[src/rtl/noc_pkg.sv]
// Shared encodings for the network-interface link controller: flit types and FSM states.
package noc_pkg;

   // Flit type lives in the two MSBs; 2'b00 and 2'b01 are both body flits.
   localparam logic [1:0] FT_HEAD = 2'b11;
   localparam logic [1:0] FT_TAIL = 2'b10;

   typedef enum logic [1:0] {
      ST_IDLE     = 2'd0,
      ST_REQ      = 2'd1,
      ST_WAIT_ACK = 2'd2,
      ST_SEND     = 2'd3
   } link_state_e;

endpackage

[src/rtl/ni_link_ctrl_if.sv]
// Handshake bundle between the link controller (master) and its TX FIFO (slave).
interface ni_link_ctrl_if #(
   parameter int FLIT_W = 32
);
   logic              push;
   logic              pop;
   logic [FLIT_W-1:0] wdata;
   logic [FLIT_W-1:0] rdata;
   logic              full;
   logic              empty;

   modport master (output push, pop, wdata, input rdata, full, empty);
   modport slave  (input push, pop, wdata, output rdata, full, empty);
endinterface

[src/rtl/ni_fifo.sv]
// TX flit FIFO with wrap-bit pointers; head is presented combinationally on rdata.
module ni_fifo #(
   parameter int FLIT_W = 32,
   parameter int DEPTH  = 4
) (
   input  logic           clk,
   input  logic           rst_n,
   ni_link_ctrl_if.slave  fif
);
   localparam int         AW      = $clog2(DEPTH);
   localparam logic [AW:0] PTR_ONE = (AW + 1)'(1);

   logic [FLIT_W-1:0] mem_q [DEPTH];
   logic [AW:0]       wptr_q;
   logic [AW:0]       rptr_q;
   logic              wr_en;
   logic              rd_en;

   assign fif.full  = (wptr_q[AW] != rptr_q[AW]) && (wptr_q[AW-1:0] == rptr_q[AW-1:0]);
   assign fif.empty = (wptr_q == rptr_q);
   assign fif.rdata = mem_q[rptr_q[AW-1:0]];

   // A write while full is allowed when the head slot is being freed in the same cycle.
   assign wr_en = fif.push && (!fif.full || fif.pop);
   assign rd_en = fif.pop && !fif.empty;

   always_ff @(posedge clk or negedge rst_n) begin
      if (!rst_n) begin
         wptr_q <= '0;
         rptr_q <= '0;
      end else begin
         if (wr_en) wptr_q <= wptr_q + PTR_ONE;
         if (rd_en) rptr_q <= rptr_q + PTR_ONE;
      end
   end

   always_ff @(posedge clk) begin
      if (wr_en) mem_q[wptr_q[AW-1:0]] <= fif.wdata;
   end

endmodule

[src/rtl/ni_link_ctrl.sv]
// Network-interface link controller: buffers IP flits, runs a header handshake with the
// switch (retry on reject or timeout), then streams the packet; RX is a registered pass-through.
//
// state       | meaning
// ST_IDLE     | wait for a header at the FIFO head, discard anything else
// ST_REQ      | send head header to the switch (not popped)
// ST_WAIT_ACK | wait for a handshake reply, bounded by TIMEOUT cycles
// ST_SEND     | pop flits to the switch until the tail
module ni_link_ctrl
   import noc_pkg::*;
#(
   parameter int FLIT_W  = 32,
   parameter int DEPTH   = 4,
   parameter int TIMEOUT = 15,
   parameter int ACK_BIT = 21
) (
   input  logic              clk,
   input  logic              rst_n,
   input  logic [FLIT_W-1:0] ip_flit_in,
   input  logic              ip_valid,
   output logic              ip_ready,
   output logic [FLIT_W-1:0] sw_flit_out,
   output logic              sw_valid_out,
   input  logic [FLIT_W-1:0] sw_flit_in,
   input  logic              sw_valid_in,
   output logic [FLIT_W-1:0] ip_flit_out,
   output logic              ip_valid_out,
   output logic [1:0]        state,
   output logic              accept,
   output logic              timeout_err
);
   localparam int            CW        = $clog2(TIMEOUT + 1);
   localparam logic [CW-1:0] WCNT_LAST = CW'(TIMEOUT - 1);
   localparam logic [CW-1:0] WCNT_ONE  = CW'(1);

   link_state_e       state_q, state_d;
   logic [CW-1:0]     wcnt_q, wcnt_d;
   logic              accept_q, accept_d;
   logic              tout_q, tout_d;
   logic [FLIT_W-1:0] sw_flit_q, sw_flit_d;
   logic              sw_valid_q, sw_valid_d;
   logic [FLIT_W-1:0] ip_flit_q, ip_flit_d;
   logic              ip_valid_q, ip_valid_d;

   logic [1:0]        head_type;
   logic              reply;
   logic              wait_last;

   ni_link_ctrl_if #(.FLIT_W(FLIT_W)) fif ();

   ni_fifo #(.FLIT_W(FLIT_W), .DEPTH(DEPTH)) u_fifo (
      .clk   (clk),
      .rst_n (rst_n),
      .fif   (fif)
   );

   assign ip_ready  = !fif.full;
   assign fif.push  = ip_valid && ip_ready;
   assign fif.wdata = ip_flit_in;

   assign head_type = fif.rdata[FLIT_W-1 -: 2];
   assign reply     = sw_valid_in && (sw_flit_in[FLIT_W-1 -: 2] == FT_HEAD);
   assign wait_last = (wcnt_q == WCNT_LAST);

   always_ff @(posedge clk or negedge rst_n) begin
      if (!rst_n) state_q <= ST_IDLE;
      else        state_q <= state_d;
   end

   always_comb begin
      state_d = state_q;
      case (state_q)
         ST_IDLE:     if (!fif.empty && head_type == FT_HEAD) state_d = ST_REQ;
         ST_REQ:      state_d = ST_WAIT_ACK;
         ST_WAIT_ACK: begin
            // A reply on the last wait cycle beats the timeout.
            if (reply)          state_d = sw_flit_in[ACK_BIT] ? ST_SEND : ST_REQ;
            else if (wait_last) state_d = ST_REQ;
         end
         ST_SEND:     if (!fif.empty && head_type == FT_TAIL) state_d = ST_IDLE;
         default:     state_d = ST_IDLE;
      endcase
   end

   always_comb begin
      fif.pop    = 1'b0;
      sw_valid_d = 1'b0;
      sw_flit_d  = sw_flit_q;
      wcnt_d     = '0;
      accept_d   = accept_q;
      tout_d     = 1'b0;
      ip_valid_d = sw_valid_in;
      ip_flit_d  = sw_flit_in;
      case (state_q)
         ST_IDLE: begin
            if (!fif.empty && head_type != FT_HEAD) fif.pop = 1'b1;
         end
         ST_REQ: begin
            sw_valid_d = 1'b1;
            sw_flit_d  = fif.rdata;
         end
         ST_WAIT_ACK: begin
            ip_valid_d = 1'b0;
            ip_flit_d  = ip_flit_q;
            if (reply) begin
               accept_d = sw_flit_in[ACK_BIT];
            end else if (wait_last) begin
               tout_d   = 1'b1;
               accept_d = 1'b0;
            end else begin
               wcnt_d = wcnt_q + WCNT_ONE;
            end
         end
         ST_SEND: begin
            if (!fif.empty) begin
               fif.pop    = 1'b1;
               sw_valid_d = 1'b1;
               sw_flit_d  = fif.rdata;
            end
         end
         default: ;
      endcase
   end

   always_ff @(posedge clk or negedge rst_n) begin
      if (!rst_n) begin
         wcnt_q     <= '0;
         accept_q   <= 1'b0;
         tout_q     <= 1'b0;
         sw_flit_q  <= '0;
         sw_valid_q <= 1'b0;
         ip_flit_q  <= '0;
         ip_valid_q <= 1'b0;
      end else begin
         wcnt_q     <= wcnt_d;
         accept_q   <= accept_d;
         tout_q     <= tout_d;
         sw_flit_q  <= sw_flit_d;
         sw_valid_q <= sw_valid_d;
         ip_flit_q  <= ip_flit_d;
         ip_valid_q <= ip_valid_d;
      end
   end

   assign state        = state_q;
   assign accept       = accept_q;
   assign timeout_err  = tout_q;
   assign sw_flit_out  = sw_flit_q;
   assign sw_valid_out = sw_valid_q;
   assign ip_flit_out  = ip_flit_q;
   assign ip_valid_out = ip_valid_q;

endmodule

[config.mk]
export PLATFORM = sky130hd
export DESIGN_NAME = ni_link_ctrl
export DESIGN_NICKNAME = d
export VERILOG_FILES = /design/src/rtl/noc_pkg.sv /design/src/rtl/ni_link_ctrl_if.sv /design/src/rtl/ni_fifo.sv /design/src/rtl/ni_link_ctrl.sv
export SDC_FILE = /design/constraint.sdc
export NUM_CORES = 1
export LEC_CHECK = 0
export CAP_MARGIN = 20
export CORE_ASPECT_RATIO = 0.8
export CORE_UTILIZATION = 39
export CTS_BUF_LIST = sky130_fd_sc_hd__clkbuf_8 sky130_fd_sc_hd__clkbuf_16
export CTS_CLUSTER_SIZE = 14
export DETAILED_ROUTE_END_ITERATION = 12
export HOLD_SLACK_MARGIN = 0.08
export PLACE_DENSITY = 0.67
export SETUP_SLACK_MARGIN = 0.15
export SLEW_MARGIN = 30
export SYNTH_ARGS = -nofsm -noshare
export SYNTH_HDL_FRONTEND = slang
export SYNTH_SLANG_ARGS = --single-unit
[constraint.sdc]
create_clock -name clk -period 2.25 [get_ports clk]
set_input_delay 0.225 -clock clk [delete_from_list [all_inputs] [get_ports clk]]
set_output_delay 0.225 -clock clk [all_outputs]
set_load 0.005 [all_outputs]
==> run_results.csv, run 1 <==
group,metric,value,unit
clock_tree,cts_setup_buffers,0,
placed_design,hpwl,9990,µm
timing,final-hold-violation-count,0,
setup_path,crit_path_end_kind,"primary output",
cells_and_area,drive_gt1_share,22.2,%
placed_design,pre_cts_ws,0.341,ns
yosys,synth_edf_count,128,
global_route,grt_pass1_vias,4310,
global_route,grt.total_usage,15.0,%
floorplan,die-height,129,µm
floorplan,io_pins,139,
yosys,yosysMostFrequentCell,"edfxtp_1",
power_and_ir_drop,netSwitchingFraction,28.0,%
yosys,yosysTopAreaCell,"edfxtp_1",
clock_tree,cts_buffers,22,
routing,wl_per_cell,18.5,µm
placed_design,gp_congestion,0.700,
setup_path,worstSetupPathType,"reg -> out",
floorplan,die-area,20800,µm²
cells_and_area,antenna_cells,0,
timing,whs,0.291,ns
cells_and_area,area_growth,32.3,%
routing,viasPerCell,4.91,
power_and_ir_drop,p_leak,3.86,nW
yosys,synth_area_leaders,"edfxtp_1, dfrtp_1, mux4_2",
yosys,async_reset_ff_share,38.5,%
floorplan,num_rows,46,
cells_and_area,fin_area,10400,µm²
timing,period_needed,1.95,ns
clock_tree,clkLatencyLatePin,0.50,ns
yosys,synth_area_per_cell,20.3,µm²
power_and_ir_drop,comb_power_share,33.9,%
power_and_ir_drop,clkPwrFrac,25.6,%
cells_and_area,nFillCells,1625,
timing,period_share,86.7,%
yosys,synth_warnings,0,
power_and_ir_drop,vdd_drop_max,0.000640,V
power_and_ir_drop,power_frac_seq,40.5,%
global_route,antenna_found_initial,0,
setup_path,cp.required,2.03,ns
routing,detail-route-antenna-nets,0,
cells_and_area,utilization,52.7,%
yosys,ys_ff_latch,208,
routing,routed-via-count,4077,
yosys,synthFlopType,"edfxtp_1",
timing,worst_slew_pin_slew,0.588,ns
cells_and_area,fin_cells,831,
setup_path,path_delay_family,"flip-flops",
clock_tree,cts.sinks,208,
routing,drt_first_pass_iters,7,
clock_tree,cts-htree-levels,1,
floorplan,core_area,19800,µm²
placed_design,place_area,9680,µm²
placed_design,port_buffers,138,
clock_tree,cts_tree,"yes",
setup_path,crit_path_max_incr_delay,0.46,ns
global_route,grt_max_degree,44,
yosys,synth.top_cells.by_count,"edfxtp_1, dfrtp_1, mux2_2",
placed_design,placed_cells,790,
yosys,syn_area,7900,µm²
timing,rsz0062_at_grt,"no",
yosys,synthCells,389,
setup_path,crit_fanout,6,
setup_path,cp_slowest_cell,"dfrtp_2",
routing,drc_errors,0,
cells_and_area,nets,630,
power_and_ir_drop,intPower,10.3,mW
setup_path,arrival,1.73,ns
timing,setup_slack,0.299,ns
routing,drt_iter0_drc,193,
power_and_ir_drop,power.density,1370,nW/µm²
setup_path,crit_chain,"xor2_2, nor2_1, nand2_1, dlygate4sd2_1",
setup_path,startpoint_type,"register",
timing,fin_skew,0.00815,ns
yosys,yosys.area.top_type_share,48.7,%
min_path,hp-class,"in -> async",
yosys,ys_seq_area_share,74.0,%
yosys,ys_types,31,
outcome,run_status,"finished clean",
global_route,grt_pass1_wl,23800,µm
floorplan,die_x,161,µm
floorplan,start_util,39.9,%
timing,drv_slew,0,
power_and_ir_drop,power.switching,4.00,mW
timing,max_freq,513,MHz
routing,routed_wl,15400,µm
flow_run,drv_cap,0,
clock_tree,clockBufferDepth,3,
timing,setup_tns,0,ns
yosys,synth_nets,468,
clock_tree,root_buffer,"clkbuf_16",
clock_tree,path_clk_slew,0.06,ns
global_route,overflow,0,
power_and_ir_drop,total_power,14.3,mW
timing,report.final.setup_viol,0,
setup_path,crit_buf_inv,1,
timing,maxSlewHeadroom,60.8,%
-- logic make-up after synthesis --
family	Yosys count	share of synthesized area, %
compound gates	11	1.30
xor+xnor	9	0.998
fa+ha+maj	11	1.74
buf+inv	23	1.54
flops	208	74.0
mux	98	18.6
simple gates	29	1.79
-- layout make-up --
class                   instances  area, µm²  share of cell area, %
flip-flops and latches        208       5850                   56.0
clock buffers                  24        601                   5.75
repair buffers                153       1540                   14.8
inverters                       8       30.0                  0.288
well taps                     264        330                   3.16
clock inverters                16        144                   1.38
multi-input cells             158       1950                   18.7
-- timing repair --
item,CTS,global route
gates resized for setup,3,0
endpoints found under the hold margin,37,0
endpoints found under the setup margin,1,0
hold buffers,1,0
-- final timing paths --
check,cells past startpoint,slack (ns),to,startpoint
max,4,0.30,ip_ready,u_fifo.rptr_q[0]
min,2,0.29,sw_flit_out[3],rst_n
max reg2reg,3,0.35,sw_flit_out[20],u_fifo.rptr_q[0]
min reg2reg,1,0.48,sw_flit_out[27],sw_flit_out[27]
max in group asynchronous,3,1.32,ip_flit_out[1],rst_n
min in group clk,2,0.32,ip_valid_out,sw_valid_in
-- routing by layer --
layer	track usage [%]	up-vias	routed length, µm
met5	0	-	0
met4	3.66	0	293
met3	3.23	28	783
met2	24.8	104	7590
met1	20.3	2122	6730
li1	-	1823	-
-- power by group through the flow --
| stage | combinational, mW | sequential (mW) | clock, mW |
|---|---|---|---|
| after floorplan | 2.84 | 5.78 | 0 |
| after global placement | 4.85 | 5.81 | 0 |
| after detailed placement | 4.96 | 5.87 | 0 |
| after CTS | 4.97 | 5.82 | 3.75 |
| after global routing | 5.30 | 5.92 | 3.89 |
| final | 4.85 | 5.79 | 3.65 |
-- cells in the final DEF, fill, tap and decap left out, types with 2 or more instances in the layout --
cell and count:
xnor2_1 3, clkdlybuf4s50_1 136, and3_2 4, mux2_1 32
nor2_1 9, edfxtp_1 128, bufinv_16 3, a21boi_2 2
dfrtp_1 78, buf_4 11, mux2_2 33, clkinv_1 4
ha_1 11, xor2_2 2, clkbuf_16 24, xor2_1 4
buf_12 4, inv_1 13, mux4_2 32, nand3_1 5
a31oi_1 2, dfrtp_2 2, nand2_1 6, clkinv_2 4
-- registers in the layout, indices dropped and copies added, names as in the netlist --
signal / count
sw_flit_out: 32
sw_valid_out: 1
accept: 1
wcnt_q: 4
ip_flit_out: 32
ip_valid_out: 1
u_fifo.mem_q: 128
u_fifo.rptr_q: 3
timeout_err: 1
u_fifo.wptr_q: 3
state: 2
Note: power is estimated with default switching activity, not from simulation.
==> run 2, diff against run 1 <==
--- a/config.mk
+++ b/config.mk
@@ -5,8 +5,8 @@
 export SDC_FILE = /design/constraint.sdc
 export NUM_CORES = 1
 export LEC_CHECK = 0
+export ABC_AREA = 1
 export CAP_MARGIN = 20
-export CORE_ASPECT_RATIO = 0.8
 export CORE_UTILIZATION = 39
 export CTS_BUF_LIST = sky130_fd_sc_hd__clkbuf_8 sky130_fd_sc_hd__clkbuf_16
 export CTS_CLUSTER_SIZE = 14
==> constraint.sdc (replaced) <==
create_clock -name clk -period 2.25 [get_ports clk]
set_input_delay 0.45 -clock clk [delete_from_list [all_inputs] [get_ports clk]]
set_output_delay 0.45 -clock clk [all_outputs]
set_load 0.005 [all_outputs]
==> run 2 against run 1 <==
Compared with the run above: sequential share of layout area fell by 0.96 points; critical path type unchanged; critical endpoint is now state[0]; clock power fell by 5%; synthesized cell count up 83%; non-clock buffer count grew 9; fmax is 0.27% lower; global-route usage grew 1.9 points; count of clock-buffer cells in the layout unchanged.
==> run_results.csv, run 2 <==
group,metric,value,unit
timing,max_freq,511,MHz
yosys,synth_warnings,0,
cells_and_area,nets,942,
yosys,synth.top_cells.by_count,"nor2_1, nand2_1, edfxtp_1",
setup_path,crit_buf_inv,1,
flow_run,drv_cap,0,
yosys,syn_area,8110,µm²
routing,drt_first_pass_iters,5,
power_and_ir_drop,p_leak,4.23,nW
timing,period_share,86.9,%
clock_tree,clkLatencyLatePin,0.52,ns
floorplan,core_area,20300,µm²
yosys,async_reset_ff_share,38.5,%
yosys,ys_ff_latch,208,
yosys,synthCells,710,
power_and_ir_drop,total_power,14.2,mW
routing,viasPerCell,4.80,
timing,maxSlewHeadroom,67.9,%
global_route,antenna_found_initial,0,
timing,fin_skew,0.0191,ns
timing,setup_slack,0.294,ns
outcome,run_status,"finished clean",
routing,drt_iter0_drc,320,
floorplan,die-height,146,µm
cells_and_area,area_growth,31.0,%
cells_and_area,drive_gt1_share,8.52,%
clock_tree,clockBufferDepth,3,
global_route,grt_max_degree,49,
placed_design,place_area,9900,µm²
yosys,synthFlopType,"edfxtp_1",
clock_tree,cts_setup_buffers,0,
cells_and_area,fin_area,10600,µm²
setup_path,worstSetupPathType,"reg -> out",
floorplan,die-area,21400,µm²
placed_design,pre_cts_ws,0.282,ns
setup_path,cp.depth,1,
yosys,ys_types,25,
placed_design,hpwl,11500,µm
yosys,synth_area_per_cell,11.4,µm²
cells_and_area,multiInputGateArea,2030,µm²
setup_path,arrival,1.51,ns
floorplan,die_x,146,µm
power_and_ir_drop,power.density,1340,nW/µm²
cells_and_area,fin_cells,1150,
clock_tree,cts-htree-levels,1,
yosys,yosysMostFrequentCell,"nor2_1",
cells_and_area,antenna_cells,0,
yosys,synth_nets,789,
timing,worst_slew_pin_slew,0.481,ns
global_route,grt_pass1_vias,5621,
global_route,grt_pass1_wl,28900,µm
setup_path,r2r.worst_path.cells,9,
global_route,overflow,0,
routing,routed-via-count,5517,
placed_design,placed_cells,1107,
global_route,grt.total_usage,16.9,%
setup_path,crit_fanout,6,
routing,drc_errors,0,
floorplan,io_pins,139,
placed_design,port_buffers,138,
setup_path,crit_start,"state[0]",
timing,report.final.setup_viol,0,
cells_and_area,mostFrequentLayoutCell,"nor2_1",
min_path,hp-class,"in -> async",
clock_tree,root_buffer,"clkbuf_16",
routing,wl_per_cell,15.4,µm
setup_path,cp.required,1.80,ns
setup_path,path_delay_family,"buffers and inverters",
yosys,ys_seq_area_share,72.1,%
placed_design,gp_congestion,0.769,
cells_and_area,final_cell_mix,"nor2_1, nand2_1, clkdlybuf4s50_1",
setup_path,crit_chain,"clkdlybuf4s50_1",
floorplan,num_rows,52,
clock_tree,cts.sinks,208,
routing,detail-route-antenna-nets,0,
cells_and_area,largest_reg_flops,128,
cells_and_area,regArea,5850,µm²
clock_tree,path_clk_slew,0.06,ns
setup_path,startpoint_type,"register",
clock_tree,cts_tree,"yes",
cells_and_area,nFillCells,1821,
setup_path,crit_path_max_incr_delay,0.55,ns
routing,routed_wl,17700,µm
yosys,synth_area_leaders,"edfxtp_1, dfrtp_1, nor2_1",
power_and_ir_drop,vdd_drop_max,0.000798,V
setup_path,r2r_start,"state[0]",
yosys,yosysTopAreaCell,"edfxtp_1",
timing,final-hold-violation-count,0,
setup_path,cp_slowest_cell,"clkdlybuf4s50_1",
yosys,synth_edf_count,128,
setup_path,crit_path_end_kind,"primary output",
timing,rsz0062_at_grt,"no",
timing,period_needed,1.96,ns
timing,drv_slew,0,
floorplan,start_util,39.9,%
clock_tree,cts_buffers,23,
yosys,yosys.area.top_type_share,47.4,%
## run 2: worst paths after layout
| check | to | slack [ns] |
|---|---|---|
| max | state[0] | 0.29 |
| max in group asynchronous | ip_flit_out[1] | 1.20 |
| min in group clk | ip_flit_out[11] | 0.48 |
| max reg2reg | state[1] | 0.45 |
| min reg2reg | ip_flit_out[11] | 0.48 |
| min | sw_flit_out[20] | 0.43 |
## run 2: per-layer routing
| metal | share of wire [%] | global-route usage (%) | wire (µm) |
|---|---|---|---|
| met4 | 2.8 | 5.63 | 489 |
| met2 | 46 | 27.2 | 8060 |
| met3 | 7.3 | 3.25 | 1290 |
| met5 | 0 | 0 | 0 |
| met1 | 44 | 23.0 | 7840 |
## run 2: timing repair
action / CTS / global route
hold buffers: 1 / 0
cloned: 0 / 0
endpoints found under the setup margin: 1 / 4
endpoints found under the hold margin: 29 / 0
resized for setup: 4 / 2
## run 2: cell type report
type	instances	share of cell area [%]
Tap cell	270	3.18
Clock inverter	18	1.17
Clock buffer	24	5.55
Inverter	23	0.813
Multi-Input combinational cell	445	19.1
Timing Repair Buffer	162	15.2
Sequential cell	208	55.0
## run 2: cells by family after synthesis
logic type	after synthesis	share of synthesized area, %
simple gates	332	16.0
flops	208	72.1
compound gates	97	6.45
buf+inv	57	3.22
fa+ha+maj	11	1.70
xor+xnor	5	0.540
## run 2: through the flow
step / utilization [%] / TNS [ns] / hold WS, ns
detailed placement: 48.8 / 0 / 0.426
global route: 52.3 / 0 / 0.460
global placement: 48.8 / 0 / 0.421
finish: 52.3 / 0 / 0.432
CTS: 52.3 / 0 / 0.434
floorplan: - / -0.315 / 0.154
## run 2: power by group
part	switching (mW)	internal, mW
clock network	1.46	2.02
logic	2.86	2.17
registers	0.482	5.22
==> run 3, diff against run 2 <==
--- a/config.mk
+++ b/config.mk
@@ -11,6 +11,7 @@
 export CTS_BUF_LIST = sky130_fd_sc_hd__clkbuf_8 sky130_fd_sc_hd__clkbuf_16
 export CTS_CLUSTER_SIZE = 14
 export DETAILED_ROUTE_END_ITERATION = 12
+export GPL_TIMING_DRIVEN = 0
 export HOLD_SLACK_MARGIN = 0.08
 export PLACE_DENSITY = 0.67
 export SETUP_SLACK_MARGIN = 0.15
==> run 3 against run 2 <==
Compared with the run above: combinational power grew 9.5%; non-clock buffer count grew 25; fmax shrank 2.8%; power grew 3.6%; highest routed layer unchanged.
==> run_results.csv, run 3 (synthesized netlist as in run 2, its figures left out) <==
group,metric,value,unit
outcome,run_status,"finished clean",
setup_path,startpoint_type,"register",
placed_design,place_area,9990,µm²
cells_and_area,mostFrequentLayoutCell,"nor2_1",
global_route,overflow,0,
power_and_ir_drop,total_power,14.7,mW
timing,fin_skew,0.0146,ns
floorplan,num_rows,52,
setup_path,path_delay_family,"flip-flops",
power_and_ir_drop,vdd_drop_max,0.000928,V
setup_path,arrival,1.56,ns
routing,routed-via-count,5644,
global_route,antenna_found_initial,0,
cells_and_area,utilization,53.4,%
setup_path,cp.depth,6,
setup_path,r2r.worst_path.cells,9,
timing,max_freq,497,MHz
global_route,grt.total_usage,17.9,%
timing,drv_slew,0,
timing,maxSlewHeadroom,60.4,%
floorplan,die_x,146,µm
global_route,grt_pass1_wl,30000,µm
clock_tree,cts.sinks,208,
placed_design,pre_cts_ws,-0.0761,ns
setup_path,crit_buf_inv,3,
routing,drt_first_pass_iters,4,
clock_tree,clkLatencyLatePin,0.52,ns
timing,setup_slack,0.237,ns
cells_and_area,drive_gt1_share,8.51,%
placed_design,gp_congestion,0.732,
clock_tree,cts_tree,"yes",
global_route,grt_max_degree,54,
floorplan,die-height,146,µm
cells_and_area,area_growth,33.7,%
cells_and_area,largest_reg_flops,128,
min_path,hp-class,"in -> async",
cells_and_area,fin_area,10800,µm²
clock_tree,path_clk_slew,0.06,ns
setup_path,crit_chain,"buf_6, inv_6, nand2_1, nand2_2, nand4_1, buf_2",
global_route,grt_pass1_vias,5560,
floorplan,start_util,39.9,%
setup_path,crit_path_end_kind,"primary output",
setup_path,crit_path_max_incr_delay,0.40,ns
cells_and_area,nets,967,
placed_design,port_buffers,138,
routing,drt_iter0_drc,236,
floorplan,core_area,20300,µm²
power_and_ir_drop,p_leak,4.32,nW
flow_run,drv_cap,0,
clock_tree,cts-htree-levels,1,
timing,final-hold-violation-count,0,
power_and_ir_drop,power.density,1360,nW/µm²
setup_path,cp_slowest_cell,"dfrtp_1",
routing,routed_wl,18900,µm
clock_tree,clockBufferDepth,3,
routing,detail-route-antenna-nets,0,
timing,period_needed,2.01,ns
setup_path,crit_fanout,9,
setup_path,worstSetupPathType,"reg -> out",
timing,report.final.setup_viol,0,
routing,viasPerCell,4.80,
cells_and_area,final_cell_mix,"nor2_1, nand2_1, clkdlybuf4s50_1",
clock_tree,cts_buffers,23,
placed_design,hpwl,11900,µm
timing,worst_slew_pin_slew,0.594,ns
cells_and_area,antenna_cells,0,
routing,drc_errors,0,
floorplan,io_pins,139,
timing,rsz0062_at_grt,"no",
clock_tree,root_buffer,"clkbuf_16",
setup_path,cp.required,1.80,ns
timing,period_share,89.5,%
routing,wl_per_cell,16.1,µm
floorplan,die-area,21400,µm²
[run 3: cell types whose count changed in the layout (fill, tap and decap cells not counted), sizes merged]
cell and change:
clkbuf +18, clkinv -5, buf +11, bufinv -1, inv +2
[run 3: timing repair]
item	4_1_cts	5_1_grt
setup endpoints to repair	129	1
endpoints found under the hold margin	27	0
buffers inserted	5	4
resized for setup	5	6
hold buffers	1	0
pin swaps	4	1
[run 3: final timing paths]
path | slack, ns | end | startpoint
max | 0.24 | ip_ready | u_fifo.rptr_q[1]
min | 0.38 | ip_flit_out[23] | rst_n
max reg2reg | 0.37 | u_fifo.mem_q[1][19] | u_fifo.rptr_q[1]
min reg2reg | 0.47 | ip_flit_out[3] | ip_flit_out[3]
max in group asynchronous | 1.28 | u_fifo.rptr_q[0] | rst_n
min in group clk | 0.47 | ip_flit_out[3] | ip_flit_out[3]
[run 3: cell type report]
class                      instances  area, µm²
buffer                            34        181
clock buffer                      28        644
clock inverter                    14       73.8
fill                            1761       9460
inverter                          23       91.3
multi-input combinational        445       2030
sequential                       208       5850
tap                              270        338
timing repair buffer             153       1630
[run 3: metrics by stage]
stage	cells	setup TNS, ns	hold slack (ns)
2_1_floorplan	710	-0.315	0.154
3_3_place_gp	1118	-284.63	0.462
3_5_place_dp	1123	-4.18	0.334
4_1_cts	1171	0	0.385
5_1_grt	1175	0	0.393
6_report	1175	0	0.383
[run 3: report_power, final]
| part | switching [mW] | total [mW] | leakage, nW | internal [mW] |
|---|---|---|---|---|
| combinational | 3.12 | 5.51 | 1.83 | 2.38 |
| clock | 1.48 | 3.51 | 0.377 | 2.03 |
| sequential | 0.487 | 5.70 | 2.11 | 5.21 |
| total | 5.09 | 14.7 | 4.32 | 9.62 |
[run 3: layer usage]
layer | routed length, µm | track usage [%] | share of wire, % | vias up
li1 | - | - | - | 2757
met1 | 8440 | 24.5 | 45 | 2655
met2 | 8760 | 29.0 | 46 | 200
met3 | 1360 | 3.81 | 7.2 | 32
met4 | 344 | 4.48 | 1.8 | 0
met5 | 0 | 0 | 0 | -
